==> config.mk <==
export PLATFORM = sky130hd
export DESIGN_NAME = cpu_ctrl_fsm
export DESIGN_NICKNAME = d
export VERILOG_FILES = /design/src/rtl/cpu_ctrl_fsm_pkg.sv /design/src/rtl/cpu_ctrl_fsm_ctrl_decode.sv /design/src/rtl/cpu_ctrl_fsm.sv
export SDC_FILE = /design/constraint.sdc
export NUM_CORES = 1
export LEC_CHECK = 0
export CAP_MARGIN = 20
export CORE_ASPECT_RATIO = 1.1
export CORE_UTILIZATION = 52
export CTS_BUF_LIST = sky130_fd_sc_hd__clkbuf_8 sky130_fd_sc_hd__clkbuf_16
export CTS_CLUSTER_SIZE = 24
export DETAILED_ROUTE_END_ITERATION = 7
export HOLD_SLACK_MARGIN = 0.06
export PLACE_DENSITY_LB_ADDON = 0.05
export SLEW_MARGIN = 20
export SYNTH_ARGS = -nofsm -noshare
export SYNTH_HDL_FRONTEND = slang
export SYNTH_HIERARCHICAL = 1
export SYNTH_SLANG_ARGS = --single-unit
==> constraint.sdc <==
create_clock -name CLK -period 3.7 [get_ports CLK]
set_input_delay 0.925 -clock CLK [delete_from_list [all_inputs] [get_ports CLK]]
set_output_delay 0.925 -clock CLK [all_outputs]
set_load 0.02 [all_outputs]
==> src/rtl/cpu_ctrl_fsm_pkg.sv <==
// cpu_ctrl_fsm_pkg: opcode, ALU op, control bundle and state types shared by the control unit.
package cpu_ctrl_fsm_pkg;
  typedef enum logic [3:0] {
    OP_ADD, OP_SUB, OP_AND, OP_OR, OP_XOR, OP_SHL, OP_SHR, OP_ADDI,
    OP_LOAD, OP_STORE, OP_BRZ, OP_BRNZ, OP_JMP, OP_JREG, OP_CALL, OP_SYS
  } opcode_t;
  typedef enum logic [2:0] {
    ALU_ADD, ALU_SUB, ALU_AND, ALU_OR, ALU_XOR, ALU_SHL, ALU_SHR, ALU_PASS
  } alu_op_t;
  typedef struct packed {
    logic    branch_rel_nz;
    logic    branch_rel_z;
    logic    branch_abs;
    logic    reg_write_en;
    logic    reg_sel;
    logic    lut_in;
    logic    mem_to_reg;
    logic    alu_src;
    logic    alu_sc_in;
    logic    read_mem;
    logic    write_mem;
    alu_op_t alu_op;
    logic    pc_en;
  } ctrl_t;
  typedef enum logic [2:0] {S_IDLE, S_ARM, S_EXEC, S_LOAD_WB, S_HALT} ctrl_state_t;
  localparam ctrl_t CTRL_OFF = '0;
endpackage

==> src/rtl/cpu_ctrl_fsm_ctrl_decode.sv <==
// cpu_ctrl_fsm_ctrl_decode: combinational opcode/fcode to datapath control bundle for the EXEC state.
module cpu_ctrl_fsm_ctrl_decode
  import cpu_ctrl_fsm_pkg::*;
(
  input  opcode_t opcode,
  input  logic    fcode,
  output ctrl_t   ctrl
);
  always_comb begin
    ctrl = CTRL_OFF;
    ctrl.pc_en = 1'b1;
    case (opcode)
      OP_ADD, OP_SUB, OP_AND, OP_OR, OP_XOR: begin
        ctrl.alu_op = alu_op_t'(opcode[2:0]);
        ctrl.reg_write_en = 1'b1;
        ctrl.alu_sc_in = opcode == OP_SUB;
      end
      OP_SHL, OP_SHR: begin
        ctrl.alu_op = alu_op_t'(opcode[2:0]);
        ctrl.reg_write_en = 1'b1;
        ctrl.alu_sc_in = fcode;
      end
      OP_ADDI: begin
        ctrl.alu_src = 1'b1;
        ctrl.reg_write_en = 1'b1;
      end
      OP_LOAD: begin
        ctrl.read_mem = 1'b1;
        ctrl.pc_en = 1'b0;
      end
      OP_STORE: ctrl.write_mem = 1'b1;
      OP_BRZ:   ctrl.branch_rel_z = 1'b1;
      OP_BRNZ:  ctrl.branch_rel_nz = 1'b1;
      OP_JMP:   ctrl.branch_abs = 1'b1;
      OP_JREG: begin
        ctrl.branch_abs = 1'b1;
        ctrl.lut_in = 1'b1;
      end
      OP_CALL: begin
        ctrl.reg_sel = 1'b1;
        ctrl.reg_write_en = 1'b1;
        ctrl.branch_abs = 1'b1;
      end
      OP_SYS:   ctrl.pc_en = !fcode;
      default:  ctrl = CTRL_OFF;
    endcase
  end
endmodule

==> src/rtl/cpu_ctrl_fsm.sv <==
// cpu_ctrl_fsm: multi-cycle control unit sequencing start, execute, two-cycle loads and halt.
module cpu_ctrl_fsm
  import cpu_ctrl_fsm_pkg::*;
#(
  parameter int CNT_W = 16
) (
  input  logic             CLK,
  input  logic             reset,
  input  logic             start,
  input  logic [3:0]       opcode,
  input  logic             fcode,
  output logic             CTRL_branch_rel_nz,
  output logic             CTRL_branch_rel_z,
  output logic             CTRL_branch_abs,
  output logic             CTRL_reg_write_en,
  output logic             CTRL_reg_sel,
  output logic             CTRL_lut_in,
  output logic             CTRL_mem_to_reg,
  output logic             CTRL_alu_src,
  output logic             CTRL_alu_sc_in,
  output logic             CTRL_read_mem,
  output logic             CTRL_write_mem,
  output logic [2:0]       CTRL_alu_op,
  output logic             pc_en,
  output logic             halted,
  output logic [CNT_W-1:0] retired
);
  ctrl_state_t state, state_nxt;
  ctrl_t dec, ctrl;
  logic retire;
  cpu_ctrl_fsm_ctrl_decode u_decode (
    .opcode(opcode_t'(opcode)),
    .fcode (fcode),
    .ctrl  (dec)
  );
  always_ff @(posedge CLK or posedge reset) begin
    if (reset) state <= S_IDLE;
    else state <= state_nxt;
  end
  // start wins over retirement so a restart always lands on a zero count
  always_ff @(posedge CLK or posedge reset) begin
    if (reset) retired <= '0;
    else if (start) retired <= '0;
    else if (retire && !(&retired)) retired <= retired + CNT_W'(1);
  end
  always_comb begin
    state_nxt = state;
    ctrl = CTRL_OFF;
    retire = 1'b0;
    case (state)
      S_ARM: state_nxt = S_EXEC;
      S_EXEC: begin
        ctrl = dec;
        retire = opcode_t'(opcode) != OP_LOAD;
        state_nxt = opcode_t'(opcode) == OP_LOAD ? S_LOAD_WB :
                    (opcode_t'(opcode) == OP_SYS && fcode) ? S_HALT : S_EXEC;
      end
      S_LOAD_WB: begin
        ctrl.read_mem = 1'b1;
        ctrl.mem_to_reg = 1'b1;
        ctrl.reg_write_en = 1'b1;
        ctrl.pc_en = 1'b1;
        retire = 1'b1;
        state_nxt = S_EXEC;
      end
      default: state_nxt = state;
    endcase
    if (start) state_nxt = S_ARM;
  end
  assign {CTRL_branch_rel_nz, CTRL_branch_rel_z, CTRL_branch_abs, CTRL_reg_write_en,
          CTRL_reg_sel, CTRL_lut_in, CTRL_mem_to_reg, CTRL_alu_src, CTRL_alu_sc_in,
          CTRL_read_mem, CTRL_write_mem, CTRL_alu_op, pc_en} = ctrl;
  assign halted = state == S_HALT;
endmodule

======== After elaboration in Yosys (flattened, before gate mapping) ========
Cells that the tools add are included.
word-level totals
  word-level logic and storage cells ...... 64
  input port bits ......................... 8
  flip-flop bits (word level) ............. 19
  output and inout port bits .............. 32
operators by class
  add/subtract/negate cells ............... 1
  equal/unequal tests ..................... 20
  muxes and demuxes ....................... 27
  reduce and logical (&&, ||, !) cells .... 14
operator list
  operator                                                          number
  4-bit == test (second input constant)                             8
  16-bit two-way mux                                                2
  16-bit by 1-bit adder with 16-bit output (second input constant)  1
  4-bit by 3-bit == test with 1-bit output (second input constant)  4
  16-bit AND reduction                                              1
  3-bit two-way mux                                                 5
  1-bit one-hot mux with 2 select lines                             6
  1-bit two-way mux                                                 10
  9-bit OR reduction                                                1
  4-bit by 2-bit == test with 1-bit output (second input constant)  2
  7-bit OR reduction                                                1
  3-bit by 2-bit == test with 1-bit output (second input constant)  2
  3-bit one-hot mux with 2 select lines                             1
  5-bit OR reduction                                                1
  4-bit by 1-bit == test with 1-bit output (second input constant)  1
  4-bit zero test                                                   1
  2-bit two-way mux                                                 2
  4-bit two-way mux                                                 1
  4-bit != test (second input constant)                             1
  2-bit OR reduction                                                2
  3-bit by 1-bit == test with 1-bit output (second input constant)  1
  3-bit == test (second input constant)                             1
  3-bit nonzero test                                                1
  3-bit OR reduction                                                1
  3 further kinds                                                   5

======== Longest topological paths before layout ========
  depth in word-level cells ............... 6
  gate-level depth with buffers ........... 6
  gate-level depth less buffers ........... 6

======== By module ========
Netlist, hierarchy kept.
by module, submodules not included
  module                    sequential area each (um^2)  instances  area each (um^2)  cells an instance
  cpu_ctrl_fsm              475.5                        1          1258.7            141
  cpu_ctrl_fsm_ctrl_decode  0.0                          1          197.7             31

======== Worst setup path before layout ========
Ideal clock, no wire load.
  kind .................................... input -> output
  from .................................... in opcode[1]
  to ...................................... out pc_en
  arrival ................................. 1.697 ns
  stages on the path ...................... 5
  path slack .............................. 1.078 ns
  required time ........................... 2.775 ns
  path buffers ............................ 1
  cells stage by stage .................... buf_4 > and4_1 > o21ai_1 > nor2_1 > nor2_1
RTL lines
  item                RTL line            source
  start: declaration  cpu_ctrl_fsm.sv:10  input logic [3:0] opcode,
  end: declaration    cpu_ctrl_fsm.sv:24  output logic pc_en,

==> flow_metrics.tcl <==
set metrics [dict create \
    avgViaCountPerCell 5.72 \
    fillCellCount 204 \
    final_common_cell "nor2_1" \
    synth_area_mm2 0.00146 \
    rows 19 \
    max_stage_delay_ns 0.61 \
    start_kind "input pin" \
    peakVddDrop_v 0.000276 \
    place.port_buffers 39 \
    rrSetupSlack_ns 1.54 \
    p_seq_frac 0.490 \
    ys_seq_elements 19 \
    dieArea_mm2 0.00302 \
    finalCritPeriodShare 0.956 \
    clk_pin_slew_ns 0.07 \
    grt_overflow_total 0 \
    final_cell_mix "37 x nor2_1, 35 x clkdlybuf4s50_1, 19 x dfrtp_1" \
    hold_path_class "reg -> reg" \
    start_util 0.567 \
    fmax_mhz 283 \
    dp_hpwl_mm 2.55 \
    fin_area_mm2 0.00190 \
    utilization 0.742 \
    crit_fanout 5 \
    cts_tree "built" \
    cts_buffers 3 \
    synthesis.nets 181 \
    ys_seq_area_frac 0.326 \
    hold_violations 0 \
    synth_cells 172 \
    grt_use_total 0.257 \
    final-setup-viol-count 0 \
    drc 0 \
    cap_viol_max_count 0 \
    total_power_w 0.000445 \
    cts_root_buf "clkbuf_8" \
    drt_pre_antenna_iters 4 \
    slew_violations 0 \
    core_mm2 0.00257 \
    grt_max_degree 25 \
    pin_count 40 \
    crit_family "buffers and inverters" \
    drtAntennaViolNets 0 \
    rsz0062_at_grt "no" \
    synth.avg_cell_area_um2 8.47 \
    comb_power_share 0.194 \
    clkPwrFrac 0.316 \
    areaGrowthSynthToFinish_pct 30.8 \
    tightest_slew_ns 0.823 \
    clk_latency_ns 0.25 \
    place_area_mm2 0.00185 \
    path_buf_inv 3 \
    dp.cells 235 \
    grt_pass1_wl_mm 5.92 \
    p_leak_nw 0.815 \
    post-route-min-period_ns 3.54 \
    die_h_um 57.5 \
    yosysUniqueCellTypes 44 \
    cp_slowest_cell "clkdlybuf4s50_1" \
    status "finished clean" \
    clock-sinks 19 \
    fin_worst_skew_ns 0.00232 \
    finalNonFillerCells 239 \
    htree_levels 1 \
    crit_type "in -> out" \
    die_x_um 52.5 \
    critPathArrivalTime_ns 2.61 \
    p_int_w 0.000322 \
    antenna_cells 0 \
    p_switching_w 0.000122 \
    routedWlPerCell_um 14.2 \
    relSlewSlack 0.450 \
    switching_share 0.275 \
    crit_path_end_kind "output port" \
    layout.nets 218 \
    critPathRequiredTime_ns 2.77 \
    yosysWarnings 6 \
    drive_gt1_frac 0.0817 \
    drt_iter0_markers 35 \
    dr_total_vias 1367 \
    place.gp.congestion 0.852 \
    clock_path_buffers 2 \
    fin_setup_tns_ns 0 \
    cts_setup_buffers 0 \
    wl_mm 3.40 \
    grt_pass1_vias 1312 \
    ctsHoldBuffers 0 \
    antenna_found_initial 0 \
    p_per_area_mw_per_mm2 234 \
    crit_chain "clkdlybuf4s50_1, buf_4, and4_1, o21ai_1, nor2_1, nor2_1, clkdlybuf4s50_1" \
]
==> worst register-to-register path: cells and delay by family (launching register included) <==
kind	cells	cell delay [ns]
simple gates	3	0.80
flops	1	0.46
compound gates	1	0.18
mux	1	0.32
fa+ha+maj	1	0.29
==> registers in the layout (all words and copies together), names as in the netlist <==
signal,flops
state,3
retired,16
==> cells by family (layout without fill, tap and decap cells) <==
logic type / after synthesis / count (layout) / synth area share
and+or+nand+nor: 100 / 100 / 0.386
AOI/OAI and AO/OA: 24 / 24 / 0.143
DFF: 19 / 19 / 0.326
buffers and inverters: 14 / 50 / 0.0481
xor gates and xnor gates: 8 / 8 / 0.0481
muxes: 5 / 5 / 0.0369
adders and majority gates: 1 / 1 / 0.00859
other: 1 / 1 / 0.00257
==> power groups by stage <==
stage	registers (W)	clock network, W	logic (W)
floorplan	0.000222	0	0.0000539
global placement	0.000222	0	0.0000840
detailed placement	0.000222	0	0.0000872
CTS	0.000218	0.000143	0.0000873
global route	0.000219	0.000155	0.0000945
finish	0.000218	0.000140	0.0000863
==> cells in the mapped netlist, drive strengths merged <==
cell type / instances / share of area
o21ba: 1 / 0.0069
a21oi: 6 / 0.028
a41oi: 1 / 0.0060
and2: 13 / 0.056
ha: 1 / 0.0086
a21boi: 1 / 0.0052
and4: 5 / 0.030
dfrtp: 19 / 0.33
nand3b: 1 / 0.014
conb: 1 / 0.0026
nor2: 37 / 0.095
nand3: 7 / 0.024
nand2b: 5 / 0.027
or4b: 1 / 0.0069
mux2: 3 / 0.023
nor4: 4 / 0.027
nand4: 7 / 0.034
xnor2: 7 / 0.042
nor3: 3 / 0.010
nor2b: 5 / 0.021
mux2i: 2 / 0.014
nand2: 8 / 0.021
a31o: 1 / 0.0060
o31ai: 1 / 0.0052
a211oi: 7 / 0.046
or2b: 2 / 0.010
inv: 4 / 0.010
o21bai: 1 / 0.013
a2111oi: 2 / 0.016
and3: 2 / 0.0086
o21ai: 3 / 0.010
xor2: 1 / 0.0060
buf: 6 / 0.027
clkbuf: 4 / 0.010
==> metrics by stage <==
step,setup WS (ns),hold WS (ns)
6_report,0.163,0.590
5_1_grt,0.0599,0.634
3_5_place_dp,0.000848,0.577
2_1_floorplan,1.08,0.537
4_1_cts,0.0389,0.585
3_3_place_gp,0.0688,0.569
==> layout make-up <==
type                            count  area, um^2  area share
Clock buffer                        3        41.3      0.0217
Clock inverter                      1        3.75     0.00197
Inverter                            4        15.0     0.00788
Multi-Input combinational cell    139         911       0.478
Sequential cell                    19         475       0.250
Tap cell                           31        38.8      0.0204
Timing Repair Buffer               42         419       0.220
==> repair_timing <==
| item | 4_1_cts | 5_1_grt |
|---|---|---|
| cloned | 0 | 0 |
| endpoints found under the setup margin | 1 | 7 |
| resized for setup | 1 | 3 |
==> final timing paths <==
path	start	end	cells past startpoint
max	opcode[0]	pc_en	7
min	state[2]	state[0]	2
max reg2reg	retired[0]	retired[15]	6
min reg2reg	state[2]	state[0]	2
max in group asynchronous	reset	retired[14]	2
min in group asynchronous	reset	retired[2]	2
==> layer usage <==
| metal | part of all wire | vias up | track usage | wire [um] |
|---|---|---|---|---|
| met3 | 0.041 | 4 | 0.0533 | 139 |
| li1 | - | 675 | - | - |
| met2 | 0.51 | 38 | 0.434 | 1740 |
| met4 | 0.0079 | 0 | 0.0526 | 27 |
| met5 | 0 | - | 0 | 0 |
| met1 | 0.44 | 650 | 0.335 | 1500 |
(Power assumes the default switching activity.)
